<file path="src/rtl/fp32_pkg.sv">
// rtl/fp32_pkg.sv - shared FP32 constants, field helpers and accumulator state type
package fp32_pkg;

  localparam int          FP32_BIAS     = 127;
  localparam logic [7:0]  FP32_EXP_MAX  = 8'hFF;
  localparam logic [31:0] FP32_POS_ZERO = 32'h0000_0000;
  localparam logic [31:0] FP32_POS_INF  = 32'h7F80_0000;

  // Working mantissa: hidden 1 + 23 fraction bits + 3 guard bits
  localparam int          FP32_MANT_W   = 27;

  typedef enum logic {
    IDLE  = 1'b0,
    ACCUM = 1'b1
  } acc_state_t;

  function automatic logic fp32_sign(input logic [31:0] v);
    return v[31];
  endfunction

  function automatic logic [7:0] fp32_exp(input logic [31:0] v);
    return v[30:23];
  endfunction

  function automatic logic [22:0] fp32_frac(input logic [31:0] v);
    return v[22:0];
  endfunction

endpackage

</file>
<file path="src/rtl/fp32_add_trunc.sv">
// rtl/fp32_add_trunc.sv - combinational FP32 adder, flush-to-zero, truncating, overflow to Inf
module fp32_add_trunc
  import fp32_pkg::*;
(
  input  logic [31:0] x_i,
  input  logic [31:0] y_i,
  output logic [31:0] z_o
);

  localparam int MW = FP32_MANT_W;

  logic          sx, sy;
  logic [7:0]    ex, ey;
  logic [22:0]   fx, fy;
  logic          x_zero, y_zero, x_inf, y_inf;
  logic          x_big;
  logic          s_big;
  logic [7:0]    e_big, e_small, diff;
  logic [MW-1:0] m_big, m_small, m_small_sh;
  logic [MW:0]   sum_w;
  logic [MW-1:0] dif_w, norm;
  logic [4:0]    lz;
  logic [8:0]    exp_inc;
  logic signed [9:0] exp_sub;
  logic          unused_bits;

  // Leading-zero count over the 27-bit working mantissa (27 when all zero)
  function automatic logic [4:0] lzc27(input logic [MW-1:0] v);
    logic [4:0] n;
    logic       found;
    n     = 5'd0;
    found = 1'b0;
    for (int i = MW - 1; i >= 0; i--) begin
      if (!found) begin
        if (v[i]) found = 1'b1;
        else      n = n + 5'd1;
      end
    end
    return n;
  endfunction

  function automatic logic [31:0] inf_of(input logic s);
    return FP32_POS_INF | {s, 31'd0};
  endfunction

  assign sx = fp32_sign(x_i);
  assign sy = fp32_sign(y_i);
  assign ex = fp32_exp(x_i);
  assign ey = fp32_exp(y_i);
  assign fx = fp32_frac(x_i);
  assign fy = fp32_frac(y_i);

  // Zero exponent means zero or subnormal; both flush to signed zero
  assign x_zero = (ex == 8'd0);
  assign y_zero = (ey == 8'd0);
  assign x_inf  = (ex == FP32_EXP_MAX);
  assign y_inf  = (ey == FP32_EXP_MAX);

  // Magnitude ordering; ties pick x so an exact cancellation keeps x as the big operand
  assign x_big   = ({ex, fx} >= {ey, fy});
  assign s_big   = x_big ? sx : sy;
  assign e_big   = x_big ? ex : ey;
  assign e_small = x_big ? ey : ex;
  assign m_big   = x_big ? {1'b1, fx, 3'b000} : {1'b1, fy, 3'b000};
  assign m_small = x_big ? {1'b1, fy, 3'b000} : {1'b1, fx, 3'b000};
  assign diff    = e_big - e_small;

  assign m_small_sh = (diff >= 8'd27) ? '0 : (m_small >> diff);

  assign sum_w   = {1'b0, m_big} + {1'b0, m_small_sh};
  assign dif_w   = m_big - m_small_sh;
  assign lz      = lzc27(dif_w);
  assign norm    = dif_w << lz;
  assign exp_inc = {1'b0, e_big} + 9'd1;
  assign exp_sub = $signed({2'b00, e_big}) - $signed({5'd0, lz});

  // Guard bits and the normalized hidden bit are dropped by truncation
  assign unused_bits = ^{sum_w[2:0], norm[MW-1], norm[2:0]};

  // Special cases first, then effective add or effective subtract
  always_comb begin
    z_o = FP32_POS_ZERO;
    if (x_inf) begin
      z_o = inf_of(sx);
    end else if (y_inf) begin
      z_o = inf_of(sy);
    end else if (x_zero && y_zero) begin
      z_o = {sx & sy, 31'd0};
    end else if (x_zero) begin
      z_o = y_i;
    end else if (y_zero) begin
      z_o = x_i;
    end else if (sx == sy) begin
      if (sum_w[MW]) begin
        if (exp_inc >= 9'd255) z_o = inf_of(s_big);
        else                   z_o = {s_big, exp_inc[7:0], sum_w[26:4]};
      end else begin
        z_o = {s_big, e_big, sum_w[25:3]};
      end
    end else begin
      if (dif_w == '0)               z_o = FP32_POS_ZERO;
      else if (exp_sub <= 10'sd0)    z_o = {s_big, 31'd0};
      else                           z_o = {s_big, exp_sub[7:0], norm[25:3]};
    end
  end

endmodule

</file>
<file path="src/rtl/fp32_acc.sv">
// rtl/fp32_acc.sv - framed FP32 running-sum accumulator fed by the PE multiplier
module fp32_acc
  import fp32_pkg::*;
#(
  parameter int CNT_W = 16
) (
  input  logic             clk,
  input  logic             rst_n,
  input  logic             valid_in,
  input  logic             first_in,
  input  logic             last_in,
  input  logic [31:0]      data_in,
  output logic             valid_out,
  output logic [31:0]      sum_out,
  output logic [CNT_W-1:0] count_out,
  output logic             busy,
  output logic             proto_err
);

  localparam logic [CNT_W-1:0] CNT_MAX = '1;
  localparam logic [CNT_W-1:0] CNT_ONE = CNT_W'(1);

  acc_state_t       state_q, state_d;
  logic [31:0]      acc_q, acc_d;
  logic [CNT_W-1:0] cnt_q, cnt_d;
  logic [31:0]      add_x, add_z;
  logic             start;
  logic             proto_err_d;
  logic             valid_out_q, proto_err_q;
  logic [31:0]      sum_q;
  logic [CNT_W-1:0] count_q;

  // A beat opens a new sum when flagged first, or when no sum is open
  assign start = first_in | (state_q == IDLE);
  assign add_x = start ? FP32_POS_ZERO : acc_q;

  fp32_add_trunc u_add (
    .x_i (add_x),
    .y_i (data_in),
    .z_o (add_z)
  );

  // Next-state for the accumulator, counter, framing state and error flag
  always_comb begin
    state_d     = state_q;
    acc_d       = acc_q;
    cnt_d       = cnt_q;
    proto_err_d = 1'b0;
    if (valid_in) begin
      acc_d       = add_z;
      state_d     = last_in ? IDLE : ACCUM;
      proto_err_d = (state_q == IDLE) ? !first_in : first_in;
      if (start)                cnt_d = CNT_ONE;
      else if (cnt_q != CNT_MAX) cnt_d = cnt_q + CNT_ONE;
    end
  end

  // FSM, accumulator and registered result; reset drops any partial sum
  always_ff @(posedge clk or negedge rst_n) begin
    if (!rst_n) begin
      state_q     <= IDLE;
      acc_q       <= FP32_POS_ZERO;
      cnt_q       <= '0;
      valid_out_q <= 1'b0;
      proto_err_q <= 1'b0;
      sum_q       <= FP32_POS_ZERO;
      count_q     <= '0;
    end else begin
      state_q     <= state_d;
      acc_q       <= acc_d;
      cnt_q       <= cnt_d;
      proto_err_q <= proto_err_d;
      valid_out_q <= valid_in & last_in;
      if (valid_in && last_in) begin
        sum_q   <= acc_d;
        count_q <= cnt_d;
      end
    end
  end

  assign valid_out = valid_out_q;
  assign sum_out   = sum_q;
  assign count_out = count_q;
  assign busy      = (state_q == ACCUM);
  assign proto_err = proto_err_q;

endmodule

</file>
<file path="config.mk">
export PLATFORM = sky130hd
export DESIGN_NAME = fp32_acc
export DESIGN_NICKNAME = d
export VERILOG_FILES = /design/src/rtl/fp32_pkg.sv /design/src/rtl/fp32_add_trunc.sv /design/src/rtl/fp32_acc.sv
export SDC_FILE = /design/constraint.sdc
export NUM_CORES = 1
export LEC_CHECK = 0
export BUFFER_PORTS_ARGS = -buffer_cell sky130_fd_sc_hd__buf_2
export CAP_MARGIN = 40
export CORE_AREA = 4 4 207 209
export DETAILED_ROUTE_END_ITERATION = 6
export DIE_AREA = 0 0 211 213
export GPL_ROUTABILITY_DRIVEN = 0
export SETUP_SLACK_MARGIN = 0.15
export SYNTH_ARGS = -nofsm -noshare
export SYNTH_HDL_FRONTEND = slang
export SYNTH_SLANG_ARGS = --single-unit
</file>
<file path="constraint.sdc">
create_clock -name clk -period 30.7 [get_ports clk]
set_clock_uncertainty 0.05 [all_clocks]
set_input_delay 6.14 -clock clk [delete_from_list [all_inputs] [get_ports clk]]
set_output_delay 6.14 -clock clk [all_outputs]
set_load 0.02 [all_outputs]
</file>
**Word level (Yosys, flattened, before mapping)**

Cells that the tools add are included.
Widths: inputs -> output; s select.

- Register bits: 99
- Bits in latches: 0
- Memory bits (writable): 0
- Memory bits (read-only): 0
- Memories kept: 0

- $add $sub $neg: 32
- Multiply operators: 0
- Divide/modulo/power cells: 0
- Order comparisons: 4
- Equal/unequal tests: 4
- Shift-type cells: 2
- Muxes and demuxes: 128
- Bitwise gates (word level): 4
- Reduce and logical (&&, ||, !) cells: 6

Operators with widths:

| operator | count |
|---|---|
| $mux 32 | 9 |
| $mux 5 | 52 |
| $add 5x1->5 const B | 25 |
| $mux 31 | 3 |
| $mux 1 | 56 |
| $mux 26 | 2 |
| $mux 16 | 3 |
| $ge 31x31->1 | 1 |
| $add 27x27->28 | 1 |
| $logic_not 27->1 | 1 |
| $mux 27 | 1 |
| $shl 27x5->26 | 1 |
| $shr 27x8->27 | 1 |
| $sub 27x27->27 | 1 |
| $add 16x1->16 const B | 1 |
| $eq 8x8->1 const B | 2 |
| $logic_not 8->1 | 2 |
| $mux 8 | 2 |
| $ne 16x16->1 const B | 1 |
| $le 10x1->1 const B | 1 |
| $add 8x1->9 const B | 1 |
| $ge 9x8->1 const B | 1 |
| $sub 8x5->9 | 1 |
| $ge 8x5->1 const B | 1 |
| other kinds (8) | 10 |

**Logic depth before layout (Yosys ltp)**

Gate-level depths: netlist of run 1.

- Depth after elaboration: 99
- Mapped depth: 125
- Depth with buffers taken out: 114

**By module**

Synthesis of run 1 repeated with hierarchy kept, for this count alone.

- Cell total of the unflattened synthesis: 2393
- Area total of the unflattened synthesis: 17774.5 um^2

Modules (own cells, without submodules):

| module | instances | cells each | area each (um^2) | seq. area each (um^2) |
|---|---|---|---|---|
| fp32_add_trunc | 1 | 2023 | 13296.5 | 0.0 |
| fp32_acc | 1 | 370 | 4478.0 | 2477.4 |

**Worst setup path before layout of run 1**

OpenSTA, ideal clock, no wires.

- Path kind: input-to-reg
- Start point: input port first_in
- End point: register sum_q[9] (netlist: sum_out[9])
- Library setup time: 125 ps
- Arrival time: 27397 ps
- Slack: 3129 ps
- Stages: 123
- Cell sequence: inv_1 > ha_1 > clkbuf_1 > buf_1 > clkbuf_1 > nand2_1 > inv_1 > ha_1 > nand3_2 > nor4_4 > nand4_1 > and4_1 > buf_6 > nand2_4 > buf_2 > clkbuf_1 > clkbuf_1 > a21oi_1 > [87 not listed] > nor2_1 > xnor2_1 > inv_2 > buf_1 > ha_1 > nor2b_1 > o21ai_0 > nand2b_1 > a211oi_1 > xnor2_1 > nor3_1 > nand3b_1 > nand2_1 > or2_1 > buf_2 > o2111ai_1 > and3_1 > mux2_2

- Cells in the longest elaborated chain, start to end: 98
- Elaborated cells on any way between the ends: 164

RTL lines:

| item | line | source |
|---|---|---|
| start, declared | fp32_acc.sv:10 | `input logic first_in,` |
| $or 1x1->1 (*) | fp32_acc.sv:34 | `assign start = first_in \| (state_q == IDLE);` |
| $mux 32 (*) | fp32_acc.sv:35 | `assign add_x = start ? FP32_POS_ZERO : acc_q;` |
| $ge 31x31->1 | fp32_add_trunc.sv:60 | `assign x_big = ({ex, fx} >= {ey, fy});` |
| $mux 8, on equally long branches | fp32_add_trunc.sv:62, fp32_add_trunc.sv:63 |  |
| $sub 8x8->8 | fp32_add_trunc.sv:66 | `assign diff = e_big - e_small;` |
| $shr 27x8->27 or $ge 8x5->1 (tied branches) | fp32_add_trunc.sv:68 | `assign m_small_sh = (diff >= 8'd27) ? '0 : (m_small >> diff);` |
| $mux 27 | fp32_add_trunc.sv:68 |  |
| $sub 27x27->27 | fp32_add_trunc.sv:71 | `assign dif_w = m_big - m_small_sh;` |
| [82 not listed] | -- |  |
| $mux 32 | fp32_add_trunc.sv:101 | `if (dif_w == '0) z_o = FP32_POS_ZERO;` |
| $mux 32 | fp32_add_trunc.sv:93 | `end else if (sx == sy) begin` |
| $mux 32 | fp32_add_trunc.sv:91 | `end else if (y_zero) begin` |
| $mux 32 | fp32_add_trunc.sv:89 | `end else if (x_zero) begin` |
| $mux 32 | fp32_add_trunc.sv:87 | `end else if (x_zero && y_zero) begin` |
| $mux 32 | fp32_add_trunc.sv:85 | `end else if (y_inf) begin` |
| $mux 32 (*) | fp32_add_trunc.sv:83 | `if (x_inf) begin` |
| $mux 32 (*) | fp32_acc.sv:49 | `if (valid_in) begin` |
| end signal, assigned | fp32_acc.sv:66 | `sum_q <= FP32_POS_ZERO;` |
| end signal, assigned | fp32_acc.sv:75 | `sum_q <= acc_d;` |
| end, declared | fp32_acc.sv:30 | `logic [31:0] sum_q;` |

Mark *: on every way between the ends. The rest lies on a longest branch, timed or not.
A chain may end at the register's enable or synchronous reset.

**Final worst setup path of run 1**

- Start point: input port first_in
- End point: register sum_q[10] (netlist: sum_out[10])

Same word-level chain as after synthesis.

==> key figures, run 1 <==
Drt
  • DR DRC count: 4
  • Highest Signal Layer: met4
  • Post-Route WL: 70.37 mm
  • First-pass detailed-route iteration total: 7
  • Via count: approximately 20k
  • Met2 WL: between 30 and 40 mm
  • Avg WL per Cell: 22.73 µm
  • Met1 Routed Length: between 20 and 30 mm
  • ANT nets after route: 0
  • Met3 routed WL: around 6.0 mm
  • DRT iter0 DRCs: around 2.5k
  • Vias per inst: around 6.5

Clock network
  • Root Buffer: clkbuf_16
  • Clock buffer depth: 2
  • Num CTS Buffers: 9
  • CTS tree: built
  • CTS Sinks: a little under 100
  • H-tree levels: 3
  • Clock latency on the worst-skew pair: 350 ps
  • Worst-path clk slew: 80 ps

Placed design
  • Post-DP HPWL: about 56 mm
  • Area of placed instances: 18310 µm²
  • Dpl ws: around 830 ps
  • I/O Buffers: 87

Timing
  • Fin worst setup slack: 1546 ps
  • Setup violators final: 0
  • Final min period: between 20000 and 30000 ps
  • F_max: roughly 34 MHz
  • Hold_ws: roughly 430 ps
  • RSZ-0062 raised after global routing: false
  • Relative slew slack: about a third
  • Final hold violation count: 0
  • Worst-Margin Slew: between 900 and 1000 ps
  • Max Slew Vio Count: 0
  • Final setup TNS: 0 ps
  • Period utilisation layout: between 90% and 100%

Worst hold path
  • Hold Crit Depth: 2
  • WHS Endpoint: sum_out[6]$_DFFE_PN0P_
  • Worst hold start: sum_out[6]$_DFFE_PN0P_
  • Worst hold path type: reg -> reg

Final layout
  • Fin nets: 2710
  • Design area: approximately 19000 µm²
  • Finished Core Util: ~46%
  • Share of cells above drive strength 1: between 10 and 15%
  • Antenna cells: 0
  • Area Overhead vs Synth: 7.789%

Synthesis
  • Cell taking the most area after synthesis: dfrtp_1
  • Most common cell in the synthesized netlist: nand2_1
  • Number of synthesized flops with an enable pin: 0
  • Ys Warns: 0
  • Synth Cell Area: approximately 17000 µm²
  • Top post-synthesis cells by area: dfrtp_1 14%, ha_1 8.1%, nand2_1 7.1%
  • Post-synth top cells: 329 x nand2_1, 266 x nor2_1, 212 x o21ai_0
  • Synth Instances: 2553
  • FF+latch count, synth: 99
  • Syn avg cell area: about 7 µm²
  • Prevailing post-synth register cell: dfrtp_1
  • Netlist cell types: between 100 and 150
  • Yosys top cell area share: around 14%
  • Syn nets: 2704
  • Sequential cell area fraction in the yosys report: between 10 and 15%
  • Asr flop ratio synth: between 90% and 100%

Die
  • Initial Util: a little over two fifths
  • Top Ports: just under 90
  • Core area: about 41000 µm²
  • Die width: 211 µm
  • Die Height: roughly 210 µm
  • Total die area: roughly 45000 µm²
  • Cell Rows: 74

Setup path
  • Worst Path Max Fanout: 27
  • Biggest cell delay along the critical path: 800 ps
  • Crit path buf inv count: 12
  • R2r worst-path depth: ~110
  • Crit-path most repeated cell: ha_1
  • Slowest cell on the critical path: xnor2_1
  • Worst r2r src: busy$_DFFE_PN0P_
  • Arr. time, crit path: around 29000 ps
  • Worst Setup End Kind: flop
  • Critical Path Start Type: primary input
  • Worst EP required: ~31000 ps
  • RR Endpoint: sum_out[10]$_DFFE_PN0P_
  • R2r setup slk: 7040 ps
  • Crit path kind: in -> reg
  • Critical path's top delay family: compound AO/OA/AOI/OAI gates

GRT
  • Largest net degree at the start of global routing: between 50 and 60
  • Total gr overflow: 0
  • Number of global-route vias before repair: approximately 19k
  • Initial antenna violation count: 0
  • Global-route wire length before repair: roughly 110 mm
  • Gr usage total: approximately 30%

Power
  • Worst VDD drop: ~0.04 mV
  • Static leakage: ~0.0082 µW
  • Pwr dens: 54.33 nW/µm²

Run status
  • Violated checks: DRC
  • Status: finished with violations

Run
  • Number of max-cap violations: 0
worst reg2reg max path, delay by kind of cell, from the launching register on:
kind,cells,cell delay (ps)
XOR/XNOR,4,1260
AO/OA/AOI/OAI,39,7310
flip-flops,1,400
adder cells (fa/ha/maj),19,5570
multiplexers,10,2190
AND/OR/NAND/NOR,27,4810
buffers and inverters,10,2010
cell type report:
type,instances,area [µm²]
Fill cell,4210,22080
Tap cell,532,665.6
Multi-Input combinational cell,2123,13750
Clock buffer,9,225.2
Timing Repair Buffer,140,855.8
Inverter,186,698.2
Clock inverter,7,80.08
Sequential cell,99,2477
placed cells by master (no fill, tap or decap), types with 83 or more instances in the layout:
cell       n
a21oi_1  185
o21ai_0  211
nor3_1    83
nor2_1   262
buf_2     86
nand2_1  329
nand3_1  101
dfrtp_1   99
inv_1    178
ha_1     110
layer usage:
metal | up-vias | GRT usage (%)
met5 | - | 0
met4 | 0 | 15.78
met3 | 237 | 3.526
met2 | 1154 | 47.32
met1 | 9522 | 40.25
li1 | 9274 | -
logic make-up after synthesis:
kind of cell,after synthesis,synth area share (%)
AO/OA/AOI/OAI,777,29.37
adder cells (fa/ha/maj),117,8.415
multiplexers,96,6.631
flip-flops,99,14.24
XOR/XNOR,94,5.351
AND/OR/NAND/NOR,1039,28.50
buffers and inverters,331,7.501
registers in the layout (all words and copies together) (netlist names):
name	cells
acc_q	32
busy	1
cnt_q	16
count_out	16
proto_err	1
sum_out	32
valid_out	1
repair_timing:
item,CTS,global route
endpoints found under the setup margin,0,62
resized for setup,0,25
hold buffers,0,0
setup buffers,0,6
worst max-delay path by stage:
stage,start,cells after the start,to
floorplan,first_in,123,sum_out[9]$_DFFE_PN0P_
global placement,first_in,111,sum_out[5]$_DFFE_PN0P_
detailed placement,first_in,115,sum_out[16]$_DFFE_PN0P_
CTS,first_in,116,sum_out[16]$_DFFE_PN0P_
global route,first_in,116,sum_out[8]$_DFFE_PN0P_
finish,first_in,111,sum_out[10]$_DFFE_PN0P_
report_power, final:
group | leakage [µW] | internal (µW) | switching (µW) | total, µW
clock | 0.000146 | 58.0 | 55.6 | 114
sequential | 0.00125 | 157 | 19.8 | 177
combinational | 0.00679 | 237 | 491 | 728
total | 0.00819 | 453 | 566 | 1020
per-stage QoR:
step	power [µW]	cells
floorplan	662.7	2553
global placement	862.1	3073
detailed placement	868.6	3074
CTS	986.0	3090
global route	1081	3096
finish	1019	3096
Power figures use the tool's default switching activity.
==> run 2, diff against run 1 <==
- CORE_AREA: 4 4 207 209 -> 4 4 290 150
- DIE_AREA: 0 0 211 213 -> 0 0 294 154
==> run 2 against run 1 <==
Effect of this change:
- the flow now finishes without violations
- setup slack got worse by 450 ps
- design area rose by 1.5%
- sequential share of layout area fell by 0.20 points
- largest power group unchanged
==> key figures, run 2 (same netlist as run 1, synthesis figures left out) <==
Run status
  • Status: finished, final reports clean

Placed design
  • I/O Buffers: slightly below 90
  • Placed instance count: approximately 3.1k
  • Post-DP HPWL: around 66 mm

Power
  • Static leakage: 0.008331 µW
  • Pwr dens: 57.29 nW/µm²
  • Worst VDD drop: approximately 0.034 mV

Timing
  • Final min period: approximately 30000 ps
  • Setup violators final: 0
  • Max Slew Vio Count: 0
  • Relative slew slack: a little under a third
  • Final setup TNS: 0 ps
  • Final hold violation count: 0
  • Period utilisation layout: 96.42%
  • F_max: 33.78 MHz
  • RSZ-0062 raised after global routing: false
  • Worst-Margin Slew: 1013 ps
  • Hold_ws: 424.7 ps

Clock network
  • Num CTS Buffers: 9
  • Clock buffer depth: 2
  • Root Buffer: clkbuf_16
  • Clock latency on the worst-skew pair: roughly 370 ps
  • Worst-path clk slew: about 80 ps
  • H-tree levels: 3
  • CTS tree: built
  • CTS Sinks: 99

Setup path
  • Critical path's top delay family: compound AO/OA/AOI/OAI gates
  • Crit-path most repeated cell: ha_1
  • Arr. time, crit path: ~30000 ps
  • Crit path kind: in -> reg
  • Slowest cell on the critical path: xnor3_2
  • Biggest cell delay along the critical path: about 570 ps
  • Critical Path Start Type: primary input
  • Crit path buf inv count: 11
  • Worst Setup End Kind: flop
  • Worst Path Max Fanout: 18
  • Worst EP required: 30870 ps

Final layout
  • Finished Core Util: ~46%
  • Antenna cells: 0
  • Commonest non-fill, non-tap cell in the layout: nand2_1
  • Fin nets: roughly 2.7k
  • Area Overhead vs Synth: 9.429%
  • Fillers: about 4.2k
  • Share of cells above drive strength 1: about an eighth
  • Most frequent cells in the layout: 329 x nand2_1, 262 x nor2_1, 210 x o21ai_0
  • Final Instance Count excl. Fillers: roughly 3.1k

Die
  • Core area: 41180 µm²
  • Initial Util: between 40% and 50%
  • Top Ports: slightly below 90
  • Die width: 294 µm
  • Die Height: between 150 and 200 µm
  • Cell Rows: 53
  • Total die area: around 45000 µm²

GRT
  • Total gr overflow: 0
  • Gr usage total: about 34%
  • Initial antenna violation count: 1
  • Number of global-route vias before repair: between 15k and 20k
  • Largest net degree at the start of global routing: 65
  • Global-route wire length before repair: approximately 120 mm

Drt
  • Post-Route WL: roughly 80 mm
  • Met3 routed WL: 17.24 mm
  • Met2 WL: ~26 mm
  • Vias per inst: between 6 and 7
  • First-pass detailed-route iteration total: 7
  • ANT nets after route: 0
  • Avg WL per Cell: 25.78 µm
  • DRT iter0 DRCs: approximately 3.5k
  • Via count: around 21k
  • DR DRC count: 0
  • Met1 Routed Length: ~37 mm
  • Highest Signal Layer: met5

Run
  • Number of max-cap violations: 0

Worst hold path
  • Worst hold path type: reg -> reg
-- run 2: routing by layer --
layer | GRT usage (%) | vias to the layer above
li1 | - | 9325
met1 | 54.54 | 10160
met2 | 37.72 | 1765
met3 | 21.87 | 112
met4 | 2.616 | 8
met5 | 0.8484 | -
-- run 2: worst paths after layout --
path                                     startpoint                       end  slack, ps  cells past startpoint
setup / recovery                           first_in       acc_q[16]$_DFF_PN0_       1100                    113
hold / removal             count_out[2]$_DFFE_PN0P_  count_out[2]$_DFFE_PN0P_        420                      2
setup reg to reg                   busy$_DFFE_PN0P_       acc_q[16]$_DFF_PN0_       6570                    111
hold reg to reg            count_out[2]$_DFFE_PN0P_  count_out[2]$_DFFE_PN0P_        420                      2
max in group asynchronous                     rst_n       acc_q[25]$_DFF_PN0_      23680                      2
min in group asynchronous                     rst_n  count_out[7]$_DFFE_PN0P_       5670                      1
-- run 2: cell type report --
| type | count | area, µm² | share of cell area [%] |
|---|---|---|---|
| well taps | 550 | 688.2 | 3.615 |
| repair buffers | 170 | 1081 | 5.679 |
| flip-flops and latches | 99 | 2477 | 13.01 |
| inverters | 186 | 698.2 | 3.667 |
| clock inverters | 6 | 85.08 | 0.4469 |
| clock buffers | 10 | 229.0 | 1.203 |
| multi-input cells | 2123 | 13780 | 72.38 |
-- run 2: worst register-to-register path: cells and delay by family (launching register included) --
kind                     cells  cell delay, ps
flip-flops                   1             410
AND/OR/NAND/NOR             30            5530
multiplexers                 6            1570
AO/OA/AOI/OAI               45            8730
buffers and inverters        9            1260
adder cells (fa/ha/maj)     17            5130
XOR/XNOR                     4            1310
-- run 2: per-stage QoR --
stage / cell area, µm² / power (µW) / setup slack (ps)
after floorplan: 17400 / 662.7 / 3129
after CTS: 18880 / 1028 / 1119
final: 19040 / 1091 / 1099
after global placement: 18480 / 894.1 / 1042
after global routing: 19040 / 1141 / 181.2
after detailed placement: 18570 / 901.1 / 838.8
-- run 2: where the power goes --
part	internal, µW	leakage (µW)	switching, µW
logic	246	0.00693	539
registers	157	0.00125	24.6
clock network	65.3	0.000149	58.0
-- run 2: repair_timing --
| action | 4_1_cts | 5_1_grt |
|---|---|---|
| endpoints found under the setup margin | 0 | 62 |
| buffers inserted | 0 | 3 |
| hold buffers | 0 | 0 |
| resized for setup | 0 | 28 |
